## src/rtl/argmax_classifier.sv

```systemverilog
// Argmax over one NUM_CLASSES-beat score vector; emits the winning class and score as one held result beat.
// Optional ARGMAX_MARGIN_EN adds out_margin (top-1 minus top-2 score).
module argmax_classifier #(
    parameter int NUM_CLASSES   = 10,
    parameter int FEATURE_WIDTH = 16
) (
    input  logic                                  clock,
    input  logic                                  reset,
    input  logic                                  in_valid,
    output logic                                  in_ready,
    input  logic signed [FEATURE_WIDTH-1:0]       in_feature,
    output logic                                  out_valid,
    input  logic                                  out_ready,
    output logic        [$clog2(NUM_CLASSES)-1:0] out_class,
    output logic signed [FEATURE_WIDTH-1:0]       out_score
`ifdef ARGMAX_MARGIN_EN
    ,
    output logic        [FEATURE_WIDTH-1:0]       out_margin
`endif
);

    localparam int CLS_W = $clog2(NUM_CLASSES);
    localparam int CNT_W = CLS_W + 1;
    localparam logic [CNT_W-1:0] LAST_BEAT = CNT_W'(NUM_CLASSES - 1);

    typedef enum logic {S_RECV, S_RESULT} state_t;

    state_t                          state;
    logic        [CNT_W-1:0]         beat_cnt;
    logic                            take;
    logic                            last_beat;
    logic signed [FEATURE_WIDTH-1:0] nxt_score;
    logic        [CLS_W-1:0]         nxt_class;

`ifdef ARGMAX_MARGIN_EN
    localparam logic signed [FEATURE_WIDTH-1:0] MOST_NEG = {1'b1, {(FEATURE_WIDTH-1){1'b0}}};
    logic signed [FEATURE_WIDTH-1:0] second_score;
    logic signed [FEATURE_WIDTH-1:0] nxt_second;
    logic signed [FEATURE_WIDTH:0]   margin_full;
`endif

    // out_score/out_class double as the running-max registers; they only
    // change on accepted beats, so they hold naturally through S_RESULT.
    always_comb begin
        take      = in_valid & in_ready;
        last_beat = take && (beat_cnt == LAST_BEAT);
        nxt_score = out_score;
        nxt_class = out_class;
`ifdef ARGMAX_MARGIN_EN
        nxt_second = second_score;
`endif
        if (take) begin
            if (beat_cnt == '0) begin
                nxt_score = in_feature;
                nxt_class = '0;
`ifdef ARGMAX_MARGIN_EN
                nxt_second = MOST_NEG;
`endif
            end else if (in_feature > out_score) begin
                nxt_score = in_feature;
                nxt_class = beat_cnt[CLS_W-1:0];
`ifdef ARGMAX_MARGIN_EN
                nxt_second = out_score;
`endif
            end
`ifdef ARGMAX_MARGIN_EN
            else if (in_feature > second_score) begin
                // a tie with the max lands here too, giving a zero margin
                nxt_second = in_feature;
            end
`endif
        end
`ifdef ARGMAX_MARGIN_EN
        margin_full = {nxt_score[FEATURE_WIDTH-1], nxt_score}
                    - {nxt_second[FEATURE_WIDTH-1], nxt_second};
`endif
    end

    always_ff @(posedge clock) begin
        if (reset) begin
            state     <= S_RECV;
            in_ready  <= 1'b1;
            out_valid <= 1'b0;
            beat_cnt  <= '0;
            out_class <= '0;
            out_score <= '0;
`ifdef ARGMAX_MARGIN_EN
            second_score <= '0;
            out_margin   <= '0;
`endif
        end else begin
            out_score <= nxt_score;
            out_class <= nxt_class;
`ifdef ARGMAX_MARGIN_EN
            second_score <= nxt_second;
`endif
            case (state)
                S_RECV: begin
                    if (last_beat) begin
                        state     <= S_RESULT;
                        in_ready  <= 1'b0;
                        out_valid <= 1'b1;
                        beat_cnt  <= '0;
`ifdef ARGMAX_MARGIN_EN
                        out_margin <= FEATURE_WIDTH'(margin_full);
`endif
                    end else if (take) begin
                        beat_cnt <= beat_cnt + 1'b1;
                    end
                end
                S_RESULT: begin
                    if (out_ready) begin
                        state     <= S_RECV;
                        in_ready  <= 1'b1;
                        out_valid <= 1'b0;
                    end
                end
                default: begin
                    state     <= S_RECV;
                    in_ready  <= 1'b1;
                    out_valid <= 1'b0;
                end
            endcase
        end
    end

endmodule

```

## config.mk

```make
export PLATFORM = sky130hd
export DESIGN_NAME = argmax_classifier
export DESIGN_NICKNAME = d
export VERILOG_FILES = /design/src/rtl/argmax_classifier.sv
export SDC_FILE = /design/constraint.sdc
export NUM_CORES = 1
export LEC_CHECK = 0
export BUFFER_PORTS_ARGS = -buffer_cell sky130_fd_sc_hd__buf_2
export CORE_ASPECT_RATIO = 0.7
export CORE_MARGIN = 2
export CORE_UTILIZATION = 52
export CTS_CLUSTER_DIAMETER = 60
export CTS_CLUSTER_SIZE = 30
export DETAILED_ROUTE_END_ITERATION = 8
export PLACE_DENSITY = 0.85
export SETUP_SLACK_MARGIN = 0.15
export SLEW_MARGIN = 25
export SYNTH_ARGS = -nofsm -noshare
export SYNTH_HDL_FRONTEND = slang
export SYNTH_SLANG_ARGS = --single-unit
export TNS_END_PERCENT = 10
```

## constraint.sdc

```tcl
create_clock -name clock -period 2.7 [get_ports clock]
set_input_delay 0.27 -clock clock [delete_from_list [all_inputs] [get_ports clock]]
set_output_delay 0.27 -clock clock [all_outputs]
set_load 0.02 [all_outputs]
```

# Word level (Yosys, flattened, before mapping)
# Cells that the tools add are included.
# word_totals
reg_bits,28
in_bits,20
out_inout_bits,22
wordCells,35
# op_classes
add_sub_neg,1
order_cmp,1
eq_ne,3
n_mux,15
bitwise_logic,2
reduce_logical,7
# ops
cell,count
$mux W16,2
$gt A16 B16 Y1,1
$mux W5,2
$mux W4,2
$mux W1,6
$pmux W1 S2,3
$reduce_and A2 Y1,3
$add A5 B1 Y5 const B,1
$eq A5 B4 Y1 const B,1
$logic_not A5 Y1,1
$ne A2 B2 Y1 const B,2
$reduce_bool A2 Y1,2
$and A1 B1 Y1,1
$logic_and A1 B1 Y1,1
$not A1 Y1,1

# Depth between registers and ports, before layout
# logic_depth
depth_word,4
ltp_mapped,10
depth_no_buf,8

# Least setup slack after synthesis
# OpenSTA, ideal clock, no wires.
# synth_timing
path_type,flip-flop to flip-flop
startpoint,reg out_score[15]
endpoint,reg out_class[0]
setup_ps,116
arrival_ps,2092
required_time_ps,2584
path_slack_ps,491
stages_incl_launch_ff,10
n_path_buf,1
synth_period_minus_slack_ps,2209
cell_sequence,dfxtp_1 > inv_1 > ha_1 > nand4_2 > nor3_2 > or3b_1 > o22ai_2 > buf_2 > nor4b_1 > a41o_1
# synth_between
elab_chain_len,3
# synth_lines
element,line,text
start: declaration,15,output logic signed [FEATURE_WIDTH-1:0] out_score
start signal: assignment,92,out_score <= nxt_score;
$gt A16 B16 Y1,59,end else if (in_feature > out_score) begin
$reduce_bool A2 Y1 (no source line),-,
$reduce_and A2 Y1 (no source line),-,
end signal: assignment,93,out_class <= nxt_class;
end: declaration,14,"output logic [$clog2(NUM_CLASSES)-1:0] out_class,"
# Every way passes these cells.
# A chain may end at the register's enable or synchronous reset.

# Final worst setup path
# layout_timing
startpoint,reg out_score[15]
endpoint,reg out_score[0]
# layout_between
elab_chain_len,3
# layout_lines
element,line
$gt A16 B16 Y1,59
$reduce_bool A2 Y1 (no source line),-
$reduce_and A2 Y1 (no source line),-
# Every way passes these cells.

==> key figures <==
Clock network
  – CTS Hold Bufs: 0
  – Num CTS Buffers: 3
  – CTS sink count: 28
  – CTS resizes: 0
  – Latest clock arrival within the worst-skew pair: 0.28 ns
  – CTS tree: yes
  – CTS root buf: clkbuf_8
  – Max Buffers Root-to-Sink: 2
  – Setup Fix Bufs, Post-CTS: 0
  – CTS clk-pin slew, worst paths: 0.10 ns
  – CTS H-tree depth: 1

Floorplanning
  – Die Ht: 50.76 um
  – I/O Pins: 42
  – Floorplan core area: 0.002883 mm^2
  – Initial Util: 0.5634
  – Die ar.: 0.003593 mm^2
  – Num rows: 16
  – Die Width: 70.80 um

Timing
  – Clk_skew: 0.01058 ns
  – RSZ-0062 raised after global routing: no
  – Fin. max-slew vios: 0
  – Setup TNS: 0 ns
  – Final hold vios: 0
  – Tcrit/Tclk final: 0.8827
  – Final Setup Violations: 0
  – Max_slew headroom: 0.4330
  – Min Tclk post-route: 2.383 ns
  – Max Fclk: 419.6 MHz
  – Worst slew pin tran: 0.8473 ns

Power and ir drop
  – Cell internal pwr: 0.6642 mW
  – Static Leak: 0.8591 nW
  – Clock network power share: 0.275
  – Net Sw Frac: 0.3157
  – Comb pwr share: 0.260
  – Sequential share of power: 0.465
  – Peak supply drop: 0.4560 mV
  – P_sw: 0.3065 mW
  – PD cells: 509.7 mW/mm^2

Final layout
  – Cell Count, Final, Fillers Out: 271
  – Layout area overhead: 17.26%
  – N_diodes: 0
  – Fillers: 257
  – Share of cells above drive strength 1: 0.2426
  – Layout Cell Area excl Fill: 0.001904 mm^2
  – Final layout net count: 275

Yosys
  – Most frequent cells after synthesis: 28 x a21oi_1, 28 x dfxtp_1, 23 x inv_1, 19 x ha_1
  – Fraction of registers with async set/reset: 0
  – Mapped Area: 0.001624 mm^2
  – Synth top area share: 0.3451
  – Post-synth EDFFs: 0
  – Yosys warnings: 0
  – Netlist cell types: 33
  – Post-synth top area cell: dfxtp_1
  – Average cell area after synthesis: 8.286 um^2
  – Dominant synthesized flop cell: dfxtp_1
  – Syn Inst Count: 196
  – Seq/Total Area, Yosys: 0.3451
  – Net count after synthesis: 235
  – Synth top area cells: dfxtp_1 35%, ha_1 15%, a21oi_1 8.6%
  – #FFs+latches synth: 28

Drt
  – Drt drc: 0
  – DR WL/cell: 14.13 um
  – Detailed router's first-iteration violation count: 70
  – Drt total wl: 3830 um
  – Router iterations before antenna repair: 4
  – Vias: 1514
  – ANT nets after route: 0
  – Vias/cell: 5.587

Setup path
  – Nature of the critical path endpoint: flop
  – Bufs and invs on worst path: 2
  – CP startpoint kind: flop
  – Slowest cell on the critical path: or4b_2
  – CP top delay family: simple AND/OR/NAND/NOR gates
  – WP data arrival: 2.58 ns
  – Reg-to-Reg Start: out_score[15]
  – Critical Path Source: out_score[15]
  – Crit path max fanout: 8
  – WS Path Type: reg -> reg
  – Critical Path Max Stage Delay: 0.65 ns
  – WP data required: 2.90 ns
  – Worst-path cell chain: inv_1, ha_1, nand4_2, nor3_2, a21o_1, o22ai_2, buf_4, or4b_2, o31ai_2

Placement
  – Port bufs: 41
  – Hpwl dp: 2651 um
  – RePlAce Congestion: 0.7990
  – Placed cell area: 0.001844 mm^2
  – Placed Cells: 267

GRT
  – Aggregate global routing overflow: 0
  – Largest net degree at the start of global routing: 29
  – Initial antenna violation count: 0
  – Vias in the first global route: 1415
  – First-pass GRT wire length: 6210 um
  – GRT Total Usage: 0.2161

Hold path
  – Worst min-delay path class: in -> reg
  – Hold Startpoint: in_feature[11]

Status
  – Status: finished, final reports clean

Job
  – Max cap viols: 0
[area by class of cell]
| type | instances | area (um^2) | share of cell area |
|---|---|---|---|
| clock buffers | 4 | 55.05 | 0.02891 |
| inverters | 23 | 86.33 | 0.04533 |
| multi-input cells | 135 | 922.1 | 0.4842 |
| repair buffers | 45 | 235.2 | 0.1235 |
| well taps | 36 | 45.04 | 0.02365 |
| flip-flops and latches | 28 | 560.5 | 0.2943 |
[cells by family after synthesis]
family,count (synthesis),synth area share
compound gates,58,0.2042
simple gates,55,0.1980
buf+inv,33,0.09013
flops,28,0.3451
fa+ha+maj,19,0.1464
xor+xnor,3,0.01618
[registers in the layout, summed over array words and instances, names as in the netlist]
name and flops:
state 1, out_valid 1, in_ready 1, beat_cnt 5
out_score 16, out_class 4
[per-stage QoR]
stage	utilization	worst slack [ns]	hold slack (ns)	total power, mW
after global placement	0.6398	0.3990	0.4898	0.6956
after floorplan	-	0.4913	0.4312	0.6369
after CTS	0.6589	0.2504	0.2603	0.9702
after global routing	0.6606	0.1580	0.2694	1.026
after detailed placement	0.6398	0.3085	0.5041	0.7048
final	0.6606	0.3167	0.2648	0.9707
[power by group through the flow]
stage / clock network [mW] / registers (mW) / logic, mW
2_1_floorplan: 0 / 0.486 / 0.151
3_3_place_gp: 0 / 0.459 / 0.236
3_5_place_dp: 0 / 0.461 / 0.244
4_1_cts: 0.270 / 0.451 / 0.249
5_1_grt: 0.291 / 0.454 / 0.281
6_report: 0.267 / 0.451 / 0.253
[per-layer routing]
metal,routed length (um),global-route usage,up-vias
met5,0,0,-
met4,36,0.05660,0
met3,283,0.05622,4
met2,1692,0.3629,58
met1,1818,0.2770,689
li1,-,-,763
[worst paths after layout]
path         depth (start not counted)             to  slack [ns]
min reg2reg                          2      out_valid        0.52
max                                  9   out_score[0]        0.32
min                                  3  out_score[11]        0.26
max reg2reg                          9   out_score[0]        0.32
[worst register-to-register path: stages (launching register included)]
cell	delay (ns)
dfxtp_1	0.35
inv_1	0.07
ha_1	0.35
nand4_2	0.16
nor3_2	0.24
a21o_1	0.15
o22ai_2	0.10
buf_4	0.17
or4b_2	0.65
o31ai_2	0.08
[cell usage in the layout, fill, tap and decap left out, types with 2 or more instances in the layout]
cell type	instances
dfxtp_1	28
nor3_1	4
nor3_2	2
clkbuf_8	4
o21ai_0	15
nor4b_1	2
nor2_1	9
or3_1	15
inv_1	23
buf_4	4
a21oi_1	28
o21ai_1	5
nand4_1	4
nand2_1	10
buf_2	41
a21o_1	3
xor2_1	3
and2_1	2
ha_1	19
a41o_1	2
or3b_1	2
Power figures use the tool's default switching activity.
